[src/rtl/mem_stage_if.sv]
// Handshake and bus bundle for the MIPS M stage: E/M input record, data-bus
// request/response, and the registered M/W record presented to WriteBack.
interface mem_stage_if #(
   parameter int OP_W  = 6,
   parameter int REG_W = 5
);
   // E/M record from Execute
   logic              m_valid;
   logic              m_ready;
   logic [OP_W-1:0]   m_opcode;
   logic [OP_W-1:0]   m_funct;
   logic [31:0]       m_valE;
   logic [31:0]       m_valB;
   logic [REG_W-1:0]  m_dstE;
   logic [REG_W-1:0]  m_dstM;

   // Data-bus request and response
   logic              dreq_valid;
   logic [31:0]       dreq_addr;
   logic [2:0]        dreq_size;
   logic [3:0]        dreq_strobe;
   logic [31:0]       dreq_data;
   logic              dresp_addr_ok;
   logic              dresp_data_ok;
   logic [31:0]       dresp_data;

   // M/W record to WriteBack
   logic              w_valid;
   logic [OP_W-1:0]   w_opcode;
   logic [OP_W-1:0]   w_funct;
   logic [31:0]       w_valE;
   logic [31:0]       w_valM;
   logic [REG_W-1:0]  w_dstE;
   logic [REG_W-1:0]  w_dstM;

   // The M stage itself
   modport slave (
      input  m_valid, m_opcode, m_funct, m_valE, m_valB, m_dstE, m_dstM,
      output m_ready,
      output dreq_valid, dreq_addr, dreq_size, dreq_strobe, dreq_data,
      input  dresp_addr_ok, dresp_data_ok, dresp_data,
      output w_valid, w_opcode, w_funct, w_valE, w_valM, w_dstE, w_dstM
   );

   // The surrounding pipeline and memory system
   modport master (
      output m_valid, m_opcode, m_funct, m_valE, m_valB, m_dstE, m_dstM,
      input  m_ready,
      input  dreq_valid, dreq_addr, dreq_size, dreq_strobe, dreq_data,
      output dresp_addr_ok, dresp_data_ok, dresp_data,
      input  w_valid, w_opcode, w_funct, w_valE, w_valM, w_dstE, w_dstM
   );
endinterface

[src/rtl/mem_stage.sv]
// MIPS pipeline M stage: issues data-bus loads/stores, stalls upstream across bus
// latency, and presents a registered M/W record. Sub-word accesses: MEM_SUBWORD_EN.
module mem_stage #(
   parameter int OP_W  = 6,
   parameter int REG_W = 5
) (
   input  logic        clk,
   input  logic        reset,
   mem_stage_if.slave  bus
);

   localparam logic [1:0] S_IDLE = 2'd0;
   localparam logic [1:0] S_REQ  = 2'd1;
   localparam logic [1:0] S_WAIT = 2'd2;

   localparam logic [OP_W-1:0] OP_LW  = OP_W'(6'h23);
   localparam logic [OP_W-1:0] OP_SW  = OP_W'(6'h2B);
`ifdef MEM_SUBWORD_EN
   localparam logic [OP_W-1:0] OP_LB  = OP_W'(6'h20);
   localparam logic [OP_W-1:0] OP_LH  = OP_W'(6'h21);
   localparam logic [OP_W-1:0] OP_LBU = OP_W'(6'h24);
   localparam logic [OP_W-1:0] OP_LHU = OP_W'(6'h25);
   localparam logic [OP_W-1:0] OP_SB  = OP_W'(6'h28);
   localparam logic [OP_W-1:0] OP_SH  = OP_W'(6'h29);
`endif

   function automatic logic is_load(input logic [OP_W-1:0] op);
`ifdef MEM_SUBWORD_EN
      return op inside {OP_LW, OP_LB, OP_LH, OP_LBU, OP_LHU};
`else
      return op == OP_LW;
`endif
   endfunction

   function automatic logic is_store(input logic [OP_W-1:0] op);
`ifdef MEM_SUBWORD_EN
      return op inside {OP_SW, OP_SB, OP_SH};
`else
      return op == OP_SW;
`endif
   endfunction

   logic [1:0]        state;
   logic [OP_W-1:0]   r_opcode;
   logic [OP_W-1:0]   r_funct;
   logic [31:0]       r_valE;
   logic [31:0]       r_valB;
   logic [REG_W-1:0]  r_dstE;
   logic [REG_W-1:0]  r_dstM;

   logic              w_valid_q;
   logic [OP_W-1:0]   w_opcode_q;
   logic [OP_W-1:0]   w_funct_q;
   logic [31:0]       w_valE_q;
   logic [31:0]       w_valM_q;
   logic [REG_W-1:0]  w_dstE_q;
   logic [REG_W-1:0]  w_dstM_q;

   logic        in_idle;
   logic        in_mem;
   logic        accept_alu;
   logic        accept_mem;
   logic        retire;
   logic [2:0]  size_c;
   logic [3:0]  strobe_c;
   logic [31:0] wdata_c;
   logic [31:0] load_c;

   assign in_idle    = (state == S_IDLE);
   assign in_mem     = is_load(bus.m_opcode) || is_store(bus.m_opcode);
   assign accept_alu = in_idle && bus.m_valid && !in_mem;
   assign accept_mem = in_idle && bus.m_valid && in_mem;
   // data_ok only counts once the request has been accepted (same cycle or later)
   assign retire     = ((state == S_REQ)  && bus.dresp_addr_ok && bus.dresp_data_ok) ||
                       ((state == S_WAIT) && bus.dresp_data_ok);

   // Request attributes derive from the latched record, so they hold steady in REQ.
   always_comb begin
      // NOTE: every output gets a default first so no path leaves it unassigned (no latch).
      size_c   = 3'd2;
      strobe_c = 4'b0000;
      wdata_c  = '0;
      case (r_opcode)
         OP_SW: begin
            strobe_c = 4'b1111;
            wdata_c  = r_valB;
         end
`ifdef MEM_SUBWORD_EN
         OP_LB, OP_LBU: size_c = 3'd0;
         OP_LH, OP_LHU: size_c = 3'd1;
         OP_SB: begin
            size_c   = 3'd0;
            strobe_c = 4'b0001 << r_valE[1:0];
            wdata_c  = {4{r_valB[7:0]}};
         end
         OP_SH: begin
            size_c   = 3'd1;
            strobe_c = r_valE[1] ? 4'b1100 : 4'b0011;
            wdata_c  = {2{r_valB[15:0]}};
         end
`endif
         default: ;
      endcase
   end

`ifdef MEM_SUBWORD_EN
   logic [31:0] lane_word;
   logic [7:0]  lane_b;
   logic [15:0] lane_h;

   // Little-endian lane pick: byte lane from addr[1:0], half lane from addr[1]
   assign lane_word = bus.dresp_data >> {r_valE[1:0], 3'b000};
   assign lane_b    = lane_word[7:0];
   assign lane_h    = r_valE[1] ? bus.dresp_data[31:16] : bus.dresp_data[15:0];

   always_comb begin
      load_c = bus.dresp_data;
      case (r_opcode)
         OP_LB:   load_c = {{24{lane_b[7]}}, lane_b};
         OP_LBU:  load_c = {24'd0, lane_b};
         OP_LH:   load_c = {{16{lane_h[15]}}, lane_h};
         OP_LHU:  load_c = {16'd0, lane_h};
         default: ;
      endcase
   end
`else
   assign load_c = bus.dresp_data;
`endif

   // Control FSM and the latched E/M record of the in-flight memory access
   always_ff @(posedge clk or posedge reset) begin
      // NOTE: only control state and the small record are reset; an async reset
      // abandons the access at once, so the bus request drops without a clock edge.
      if (reset) begin
         state    <= S_IDLE;
         r_opcode <= '0;
         r_funct  <= '0;
         r_valE   <= '0;
         r_valB   <= '0;
         r_dstE   <= '0;
         r_dstM   <= '0;
      end else begin
         // NOTE: non-blocking assignments for all state so every block sees pre-edge values.
         case (state)
            S_IDLE: begin
               if (accept_mem) begin
                  r_opcode <= bus.m_opcode;
                  r_funct  <= bus.m_funct;
                  r_valE   <= bus.m_valE;
                  r_valB   <= bus.m_valB;
                  r_dstE   <= bus.m_dstE;
                  r_dstM   <= bus.m_dstM;
                  state    <= S_REQ;
               end
            end
            S_REQ: begin
               if (bus.dresp_addr_ok)
                  state <= bus.dresp_data_ok ? S_IDLE : S_WAIT;
            end
            S_WAIT: begin
               if (bus.dresp_data_ok)
                  state <= S_IDLE;
            end
            default: state <= S_IDLE;
         endcase
      end
   end

   // M/W record: fields hold between retirements, w_valid pulses once per instruction
   always_ff @(posedge clk or posedge reset) begin
      if (reset) begin
         w_valid_q  <= 1'b0;
         w_opcode_q <= '0;
         w_funct_q  <= '0;
         w_valE_q   <= '0;
         w_valM_q   <= '0;
         w_dstE_q   <= '0;
         w_dstM_q   <= '0;
      end else begin
         w_valid_q <= 1'b0;
         if (accept_alu) begin
            w_valid_q  <= 1'b1;
            w_opcode_q <= bus.m_opcode;
            w_funct_q  <= bus.m_funct;
            w_valE_q   <= bus.m_valE;
            w_valM_q   <= '0;
            w_dstE_q   <= bus.m_dstE;
            w_dstM_q   <= bus.m_dstM;
         end else if (retire) begin
            w_valid_q  <= 1'b1;
            w_opcode_q <= r_opcode;
            w_funct_q  <= r_funct;
            w_valE_q   <= r_valE;
            w_valM_q   <= is_store(r_opcode) ? 32'd0 : load_c;
            w_dstE_q   <= r_dstE;
            w_dstM_q   <= r_dstM;
         end
      end
   end

   assign bus.m_ready     = in_idle;
   assign bus.dreq_valid  = (state == S_REQ);
   assign bus.dreq_addr   = r_valE;
   assign bus.dreq_size   = size_c;
   assign bus.dreq_strobe = is_store(r_opcode) ? strobe_c : 4'b0000;
   assign bus.dreq_data   = wdata_c;

   assign bus.w_valid  = w_valid_q;
   assign bus.w_opcode = w_opcode_q;
   assign bus.w_funct  = w_funct_q;
   assign bus.w_valE   = w_valE_q;
   assign bus.w_valM   = w_valM_q;
   assign bus.w_dstE   = w_dstE_q;
   assign bus.w_dstM   = w_dstM_q;

endmodule

[src/flat_wrapper.sv]
// flat-port wrapper written by rule: the top's interface ports become plain ports
module mem_stage_flat 
#(
   parameter int OP_W  = 6,
   parameter int REG_W = 5
)
  (clk, reset, bus_m_valid, bus_m_opcode, bus_m_funct, bus_m_valE, bus_m_valB, bus_m_dstE, bus_m_dstM, bus_m_ready, bus_dreq_valid, bus_dreq_addr, bus_dreq_size, bus_dreq_strobe, bus_dreq_data, bus_dresp_addr_ok, bus_dresp_data_ok, bus_dresp_data, bus_w_valid, bus_w_opcode, bus_w_funct, bus_w_valE, bus_w_valM, bus_w_dstE, bus_w_dstM);
  mem_stage_if #(.OP_W(OP_W), .REG_W(REG_W)) bus_i ();
  input  logic clk;
  input  logic reset;
  input wire logic [$bits(bus_i.m_valid)-1:0] bus_m_valid;
  input wire logic [$bits(bus_i.m_opcode)-1:0] bus_m_opcode;
  input wire logic [$bits(bus_i.m_funct)-1:0] bus_m_funct;
  input wire logic [$bits(bus_i.m_valE)-1:0] bus_m_valE;
  input wire logic [$bits(bus_i.m_valB)-1:0] bus_m_valB;
  input wire logic [$bits(bus_i.m_dstE)-1:0] bus_m_dstE;
  input wire logic [$bits(bus_i.m_dstM)-1:0] bus_m_dstM;
  output wire logic [$bits(bus_i.m_ready)-1:0] bus_m_ready;
  output wire logic [$bits(bus_i.dreq_valid)-1:0] bus_dreq_valid;
  output wire logic [$bits(bus_i.dreq_addr)-1:0] bus_dreq_addr;
  output wire logic [$bits(bus_i.dreq_size)-1:0] bus_dreq_size;
  output wire logic [$bits(bus_i.dreq_strobe)-1:0] bus_dreq_strobe;
  output wire logic [$bits(bus_i.dreq_data)-1:0] bus_dreq_data;
  input wire logic [$bits(bus_i.dresp_addr_ok)-1:0] bus_dresp_addr_ok;
  input wire logic [$bits(bus_i.dresp_data_ok)-1:0] bus_dresp_data_ok;
  input wire logic [$bits(bus_i.dresp_data)-1:0] bus_dresp_data;
  output wire logic [$bits(bus_i.w_valid)-1:0] bus_w_valid;
  output wire logic [$bits(bus_i.w_opcode)-1:0] bus_w_opcode;
  output wire logic [$bits(bus_i.w_funct)-1:0] bus_w_funct;
  output wire logic [$bits(bus_i.w_valE)-1:0] bus_w_valE;
  output wire logic [$bits(bus_i.w_valM)-1:0] bus_w_valM;
  output wire logic [$bits(bus_i.w_dstE)-1:0] bus_w_dstE;
  output wire logic [$bits(bus_i.w_dstM)-1:0] bus_w_dstM;
  assign bus_i.m_valid = bus_m_valid;
  assign bus_i.m_opcode = bus_m_opcode;
  assign bus_i.m_funct = bus_m_funct;
  assign bus_i.m_valE = bus_m_valE;
  assign bus_i.m_valB = bus_m_valB;
  assign bus_i.m_dstE = bus_m_dstE;
  assign bus_i.m_dstM = bus_m_dstM;
  assign bus_m_ready = bus_i.m_ready;
  assign bus_dreq_valid = bus_i.dreq_valid;
  assign bus_dreq_addr = bus_i.dreq_addr;
  assign bus_dreq_size = bus_i.dreq_size;
  assign bus_dreq_strobe = bus_i.dreq_strobe;
  assign bus_dreq_data = bus_i.dreq_data;
  assign bus_i.dresp_addr_ok = bus_dresp_addr_ok;
  assign bus_i.dresp_data_ok = bus_dresp_data_ok;
  assign bus_i.dresp_data = bus_dresp_data;
  assign bus_w_valid = bus_i.w_valid;
  assign bus_w_opcode = bus_i.w_opcode;
  assign bus_w_funct = bus_i.w_funct;
  assign bus_w_valE = bus_i.w_valE;
  assign bus_w_valM = bus_i.w_valM;
  assign bus_w_dstE = bus_i.w_dstE;
  assign bus_w_dstM = bus_i.w_dstM;
  mem_stage #(.OP_W(OP_W), .REG_W(REG_W)) u_core (.clk(clk), .reset(reset), .bus(bus_i));
endmodule
[config.mk]
export PLATFORM = sky130hd
export DESIGN_NAME = mem_stage_flat
export DESIGN_NICKNAME = d
export VERILOG_FILES = /design/src/rtl/mem_stage_if.sv /design/src/rtl/mem_stage.sv /design/src/flat_wrapper.sv
export SDC_FILE = /design/constraint.sdc
export NUM_CORES = 1
export LEC_CHECK = 0
export CAP_MARGIN = 10
export CORE_UTILIZATION = 48
export DETAILED_ROUTE_END_ITERATION = 16
export PLACE_DENSITY = 0.86
export SETUP_SLACK_MARGIN = 0.3
export SLEW_MARGIN = 40
export SYNTH_ARGS = -nofsm -noshare
export SYNTH_HDL_FRONTEND = slang
export SYNTH_SLANG_ARGS = --single-unit
[constraint.sdc]
create_clock -name clk -period 13.4 [get_ports clk]
set_input_delay 2.68 -clock clk [delete_from_list [all_inputs] [get_ports clk]]
set_output_delay 2.68 -clock clk [all_outputs]
set_load 0.005 [all_outputs]
# --- Word-level counts from Yosys, hierarchy flattened ---
# Cells that the tools add are included.
# Widths: inputs -> output; s select.
classes:
  n_addsub: 0
  multipliers: 0
  div_mod_pow: 0
  magnitude_cmp: 0
  n_eq_ne: 8
  n_shift: 0
  n_mux: 22
  bitwise: 0
  n_reduce_logical: 13
op_table:
  columns: ["operator", "n"]
  rows:
  - ["$mux 32", 6]
  - ["$mux 6", 4]
  - ["$mux 5", 4]
  - ["$eq 6x6->1 const B", 3]
  - ["$mux 2", 4]
  - ["$logic_and 1x1->1", 6]
  - ["$pmux 2 s3", 1]
  - ["$mux 4", 1]
  - ["$ne 2x2->1 const B", 2]
  - ["$reduce_and 3->1", 1]
  - ["$eq 2x1->1 const B", 1]
  - ["$eq 2x2->1 const B", 1]
  - ["$logic_not 2->1", 1]
  - ["$logic_or 1x1->1", 2]
  - ["$mux 1", 2]
  - ["$ne 2x1->1 const B", 1]
  - ["$reduce_and 2->1", 1]
  - ["$reduce_bool 2->1", 1]
  - ["$logic_not 1->1", 1]
word_totals:
  reg_bits: 175
  latchBits: 0
  mem_bits_rw: 0
  rom_bits: 0
  input_bits: 123
  output_inout_bits: 160
  word_cells: 57
  n_memories: 0

# --- Logic depth before layout (Yosys ltp) ---
depth:
  word_depth: 6
  depth_mapped: 7
  ltp_nobuf: 4

# --- Worst setup path before layout ---
# OpenSTA, ideal clock, no wires.
synth_timing:
  path_type: "reg-to-output"
  start: "register u_core.r_opcode[1]"
  end: "output port bus_dreq_strobe[1]"
  t_arrival_ps: 1306
  required_ps: 10720
  slack_ps: 9414
  path_stages_with_launch: 6
  path_buffers: 2
  cell_sequence: "dfrtp_1 -> and4b_1 -> nand2_1 -> clkbuf_1 -> inv_1 -> buf_4"
synth_via:
  elab_chain_cells: 2
synth_lines:
  columns: ["item", "line_no", "source"]
  rows:
  - ["from (decl)", "mem_stage.sv:44", "logic [OP_W-1:0] r_opcode;"]
  - ["from (signal assigned)", "mem_stage.sv:147", "r_opcode <= bus.m_opcode;"]
  - ["$eq 6x6->1", "mem_stage.sv:39, mem_stage.sv:83", null]
  - ["$mux 4", "mem_stage.sv:205", "assign bus.dreq_strobe = is_store(r_opcode) ? strobe_c : 4'b0000;"]
  - ["to (decl)", "flat_wrapper.sv:22", "output wire logic [$bits(bus_i.dreq_strobe)-1:0] bus_dreq_strobe;"]
# Every way passes these cells.

# --- Worst setup path in the final report ---
layout_timing:
  start: "register u_core.r_opcode[2]"
  end: "output port bus_dreq_strobe[2]"
# The elaborated chain is that of the path after synthesis.

==> results.tsv <==
stage	metric	value	unit
outcome	outcome	completed	
clock_tree	htree depth	4	
worst_setup_path	CP delay by family, top	buffers and inverters	
worst_setup_path	slowest stage delay, CP	640	ps
worst_setup_path	CP startpoint	u_core.r_opcode[2]$_DFFE_PP0P_	
detailed_routing	routed vias	6116	
timing	final hold violations	0	
floorplan	Core ar.	15200	µm²
clock_tree	CTS Sinks	175	
synthesis	warnings from Yosys	0	
final_layout	Synth-to-Final Area Change	45.22	%
clock_tree	Clk pin slew, worst setup/hold paths	60	ps
clock_tree	CTS Buffer Depth	2	
placement	post-DP HPWL	13360	µm
floorplan	Chip Height	127.0	µm
global_route	vias in the first global route	5981	
worst_setup_path	reg2reg start	u_core.state[0]$_DFFE_PP0P_	
synthesis	Seq/Total Area, Yosys	0.5842	
final_layout	commonest non-fill, non-tap cell in the layout	clkdlybuf4s50_1	
detailed_routing	DR iter-0 viols	335	
job	Max-Cap Viols	0	
placement	I/O Buffers	279	
final_layout	number of nets in the layout	1061	
timing	Clock Skews	9.194	ps
clock_tree	CTS tree	yes	
synthesis	Synth Register Bits	175	
floorplan	Row Count	45	
final_layout	fillcell total	1088	
timing	minimum clock period	5150	ps
power_and_ir_drop	Worst IR Drop VDD	0.07782	mV
placement	Setup WS pre-CTS	8241	ps
detailed_routing	WL per Instance	17.61	µm
synthesis	Gate Count Post-Synth	688	
timing	Final Setup Violations	0	
worst_hold_path	Hold Path Origin	u_core.r_valB[28]$_DFFE_PP0P_	
final_layout	layout cells sized above 1	0.1283	
worst_setup_path	CP arrival	2470	ps
global_route	largest net degree at the start of global routing	99	
timing	Max Fclk	0.1942	GHz
synthesis	main combinational cell family by area after synthesis	simple AND/OR/NAND/NOR gates	
final_layout	Antenna diodes	0	
timing	RSZ-0062 raised after global routing	no	
floorplan	Initial Utilization	0.4931	
timing	Worst-Margin Slew	804.6	ps
clock_tree	clock root buffer	clkbuf_16	
synthesis	Yosys cell types	30	
detailed_routing	drt pass-1 iters	6	
clock_tree	Post-CTS Setup Repair Bufs	0	
clock_tree	total CTS buffers	17	
timing	crit share post-route	0.3844	
timing	Final Worst Setup Slack	8250	ps
detailed_routing	routed vias/inst	5.370	
clock_tree	hold buffer count at cts	0	
floorplan	I/O pins	283	
synthesis	Compound-Gate Fraction of Synth Area	0.09831	
worst_setup_path	CP max FO	33	
floorplan	die width	127.0	µm
clock_tree	post_cts resized	0	
final_layout	commonest non-fill, non-tap cells in the layout	clkdlybuf4s50_1, dfrtp_1, a21oi_1	
global_route	antenna violations before repair	0	
floorplan	area of the die	16120	µm²
synthesis	syn_area_per_cell	10.90	µm²
worst_setup_path	CP bufs+invs	3	
timing	Setup TNS Final	0	ps
worst_setup_path	endpoint class of the critical path	output pin	
synthesis	mux contribution to synthesized area	0.1317	
detailed_routing	Post-Route WL	20060	µm
placement	RePlAce Congestion	0.7903	
global_route	total grt overflow	0	
power_and_ir_drop	Tot Pwr	1.377	mW
global_route	first-pass GRT wire length	31390	µm
synthesis	simple-gate portion of the synthesized area	0.1392	
synthesis	mapped cell area	7496	µm²
worst_setup_path	Critical Path Source Type	flip-flop	
timing	max_slew headroom	0.4636	
detailed_routing	Remaining DRCs	0	
synthesis	Post-Synth XOR/XNOR Area	0	
worst_setup_path	Setup CP Type	reg -> out	
detailed_routing	ANT nets after route	0	
clock_tree	insertion delay to the later sink of the worst-skew pair	420	ps
worst_setup_path	slowest cell on the critical path	and4b_2	
global_route	GRT Util Overall	0.2530	
timing	Pins Over Slew Limit	0	
power_and_ir_drop	Leakage	4.979	nW
power_and_ir_drop	pwr dens	126.5	nW/µm²
synthesis	Post-Synth Adder-Cell Area	0	
worst_setup_path	worst path cell trace	and4b_2, nand2_1, buf_4, inv_1, clkdlybuf4s50_1	
worst_setup_path	CP Data Required Time	10720	ps
worst_hold_path	Min-Delay Path Class	reg -> reg	
-- cell families (layout without fill, tap and decap cells) --
logic type             after synthesis  in the layout
buffers and inverters               61            323
muxes                               81             81
AOI/OAI and AO/OA                  142            142
and+or+nand+nor                    227            227
DFF                                175            175
other                                2              3
-- registers in the layout, summed over array words and instances (netlist names) --
name                  count
u_core.bus.dreq_addr     32
u_core.bus.w_valE        32
u_core.bus.w_valM        32
u_core.r_valB            32
u_core.bus.w_funct        6
u_core.bus.w_opcode       6
u_core.r_funct            6
u_core.r_opcode           6
u_core.bus.w_dstE         5
u_core.bus.w_dstM         5
u_core.r_dstE             5
u_core.r_dstM             5
u_core.state              2
u_core.bus.w_valid        1
-- report_power, final --
| group | switching (mW) | total [mW] | internal (mW) |
|---|---|---|---|
| clock | 0.193 | 0.463 | 0.270 |
| sequential | 0.0448 | 0.646 | 0.601 |
| combinational | 0.101 | 0.269 | 0.167 |
| total | 0.339 | 1.38 | 1.04 |
-- path summary, 6_finish.rpt --
kind	endpoint	slack (ps)	depth (start not counted)
max in group asynchronous	u_core.bus.dreq_addr[3]$_DFFE_PP0P_	9430	3
setup reg to reg	u_core.bus.w_dstM[2]$_DFFE_PP0P_	10900	5
setup / recovery	bus_dreq_strobe[2]	8250	5
hold / removal	u_core.r_valB[28]$_DFFE_PP0P_	490	1
min in group asynchronous	u_core.bus.w_valM[25]$_DFFE_PP0P_	2800	2
hold reg to reg	u_core.r_valB[28]$_DFFE_PP0P_	490	1
-- per-layer routing --
metal / global-route usage / up-vias / routed length [µm] / share of wire
met5: 0 / - / 0 / 0
met4: 0.1099 / 0 / 670 / 0.033
met3: 0.08435 / 43 / 1572 / 0.078
met2: 0.4153 / 235 / 9575 / 0.48
met1: 0.3047 / 2993 / 8244 / 0.41
li1: - / 2845 / - / -
-- synthesized netlist by cell type --
cell | n | share of area
mux2_2 | 57 | 0.086
mux2_1 | 4 | 0.0060
and3b_1 | 1 | 0.0012
or3b_4 | 1 | 0.0015
nor2_1 | 55 | 0.028
o21ai_0 | 1 | 0.00067
and4b_1 | 2 | 0.0027
buf_6 | 6 | 0.0090
nand3_2 | 1 | 0.0013
buf_4 | 9 | 0.0090
and2_1 | 3 | 0.0025
dfrtp_1 | 175 | 0.58
and4bb_2 | 1 | 0.0017
a21oi_4 | 1 | 0.0022
clkbuf_1 | 16 | 0.0080
inv_1 | 3 | 0.0015
nand2b_1 | 4 | 0.0033
a211oi_2 | 1 | 0.0017
a21oi_1 | 136 | 0.091
nand2_1 | 87 | 0.044
nor3_1 | 1 | 0.00067
nor2b_1 | 2 | 0.0017
nand3_1 | 36 | 0.024
mux2_4 | 20 | 0.040
or2_1 | 1 | 0.00084
o211ai_1 | 2 | 0.0020
and3_1 | 32 | 0.027
a21o_1 | 1 | 0.0010
conb_1 | 2 | 0.0010
buf_2 | 27 | 0.018
-- stage by stage --
stage	utilization	std cells	area (µm²)	hold WS [ps]
final	0.7160	1139	10890	489.4
after global routing	0.7160	1139	10890	503.2
after CTS	0.7160	1139	10890	490.7
after detailed placement	0.6801	1107	10340	477.0
after global placement	0.6753	1104	10270	468.1
after floorplan	-	689	7500	449.4
-- cell type report --
type                       count  area, µm²  share of cell area
timing repair buffer         288       2900              0.2664
clock inverter                 6      57.56            0.005287
tap                          188      235.2             0.02161
inverter                       3      18.77            0.001724
sequential                   175       4379              0.4023
clock buffer                  26      489.2             0.04494
multi-input combinational    453       2805              0.2577
Power figures use the tool's default switching activity.
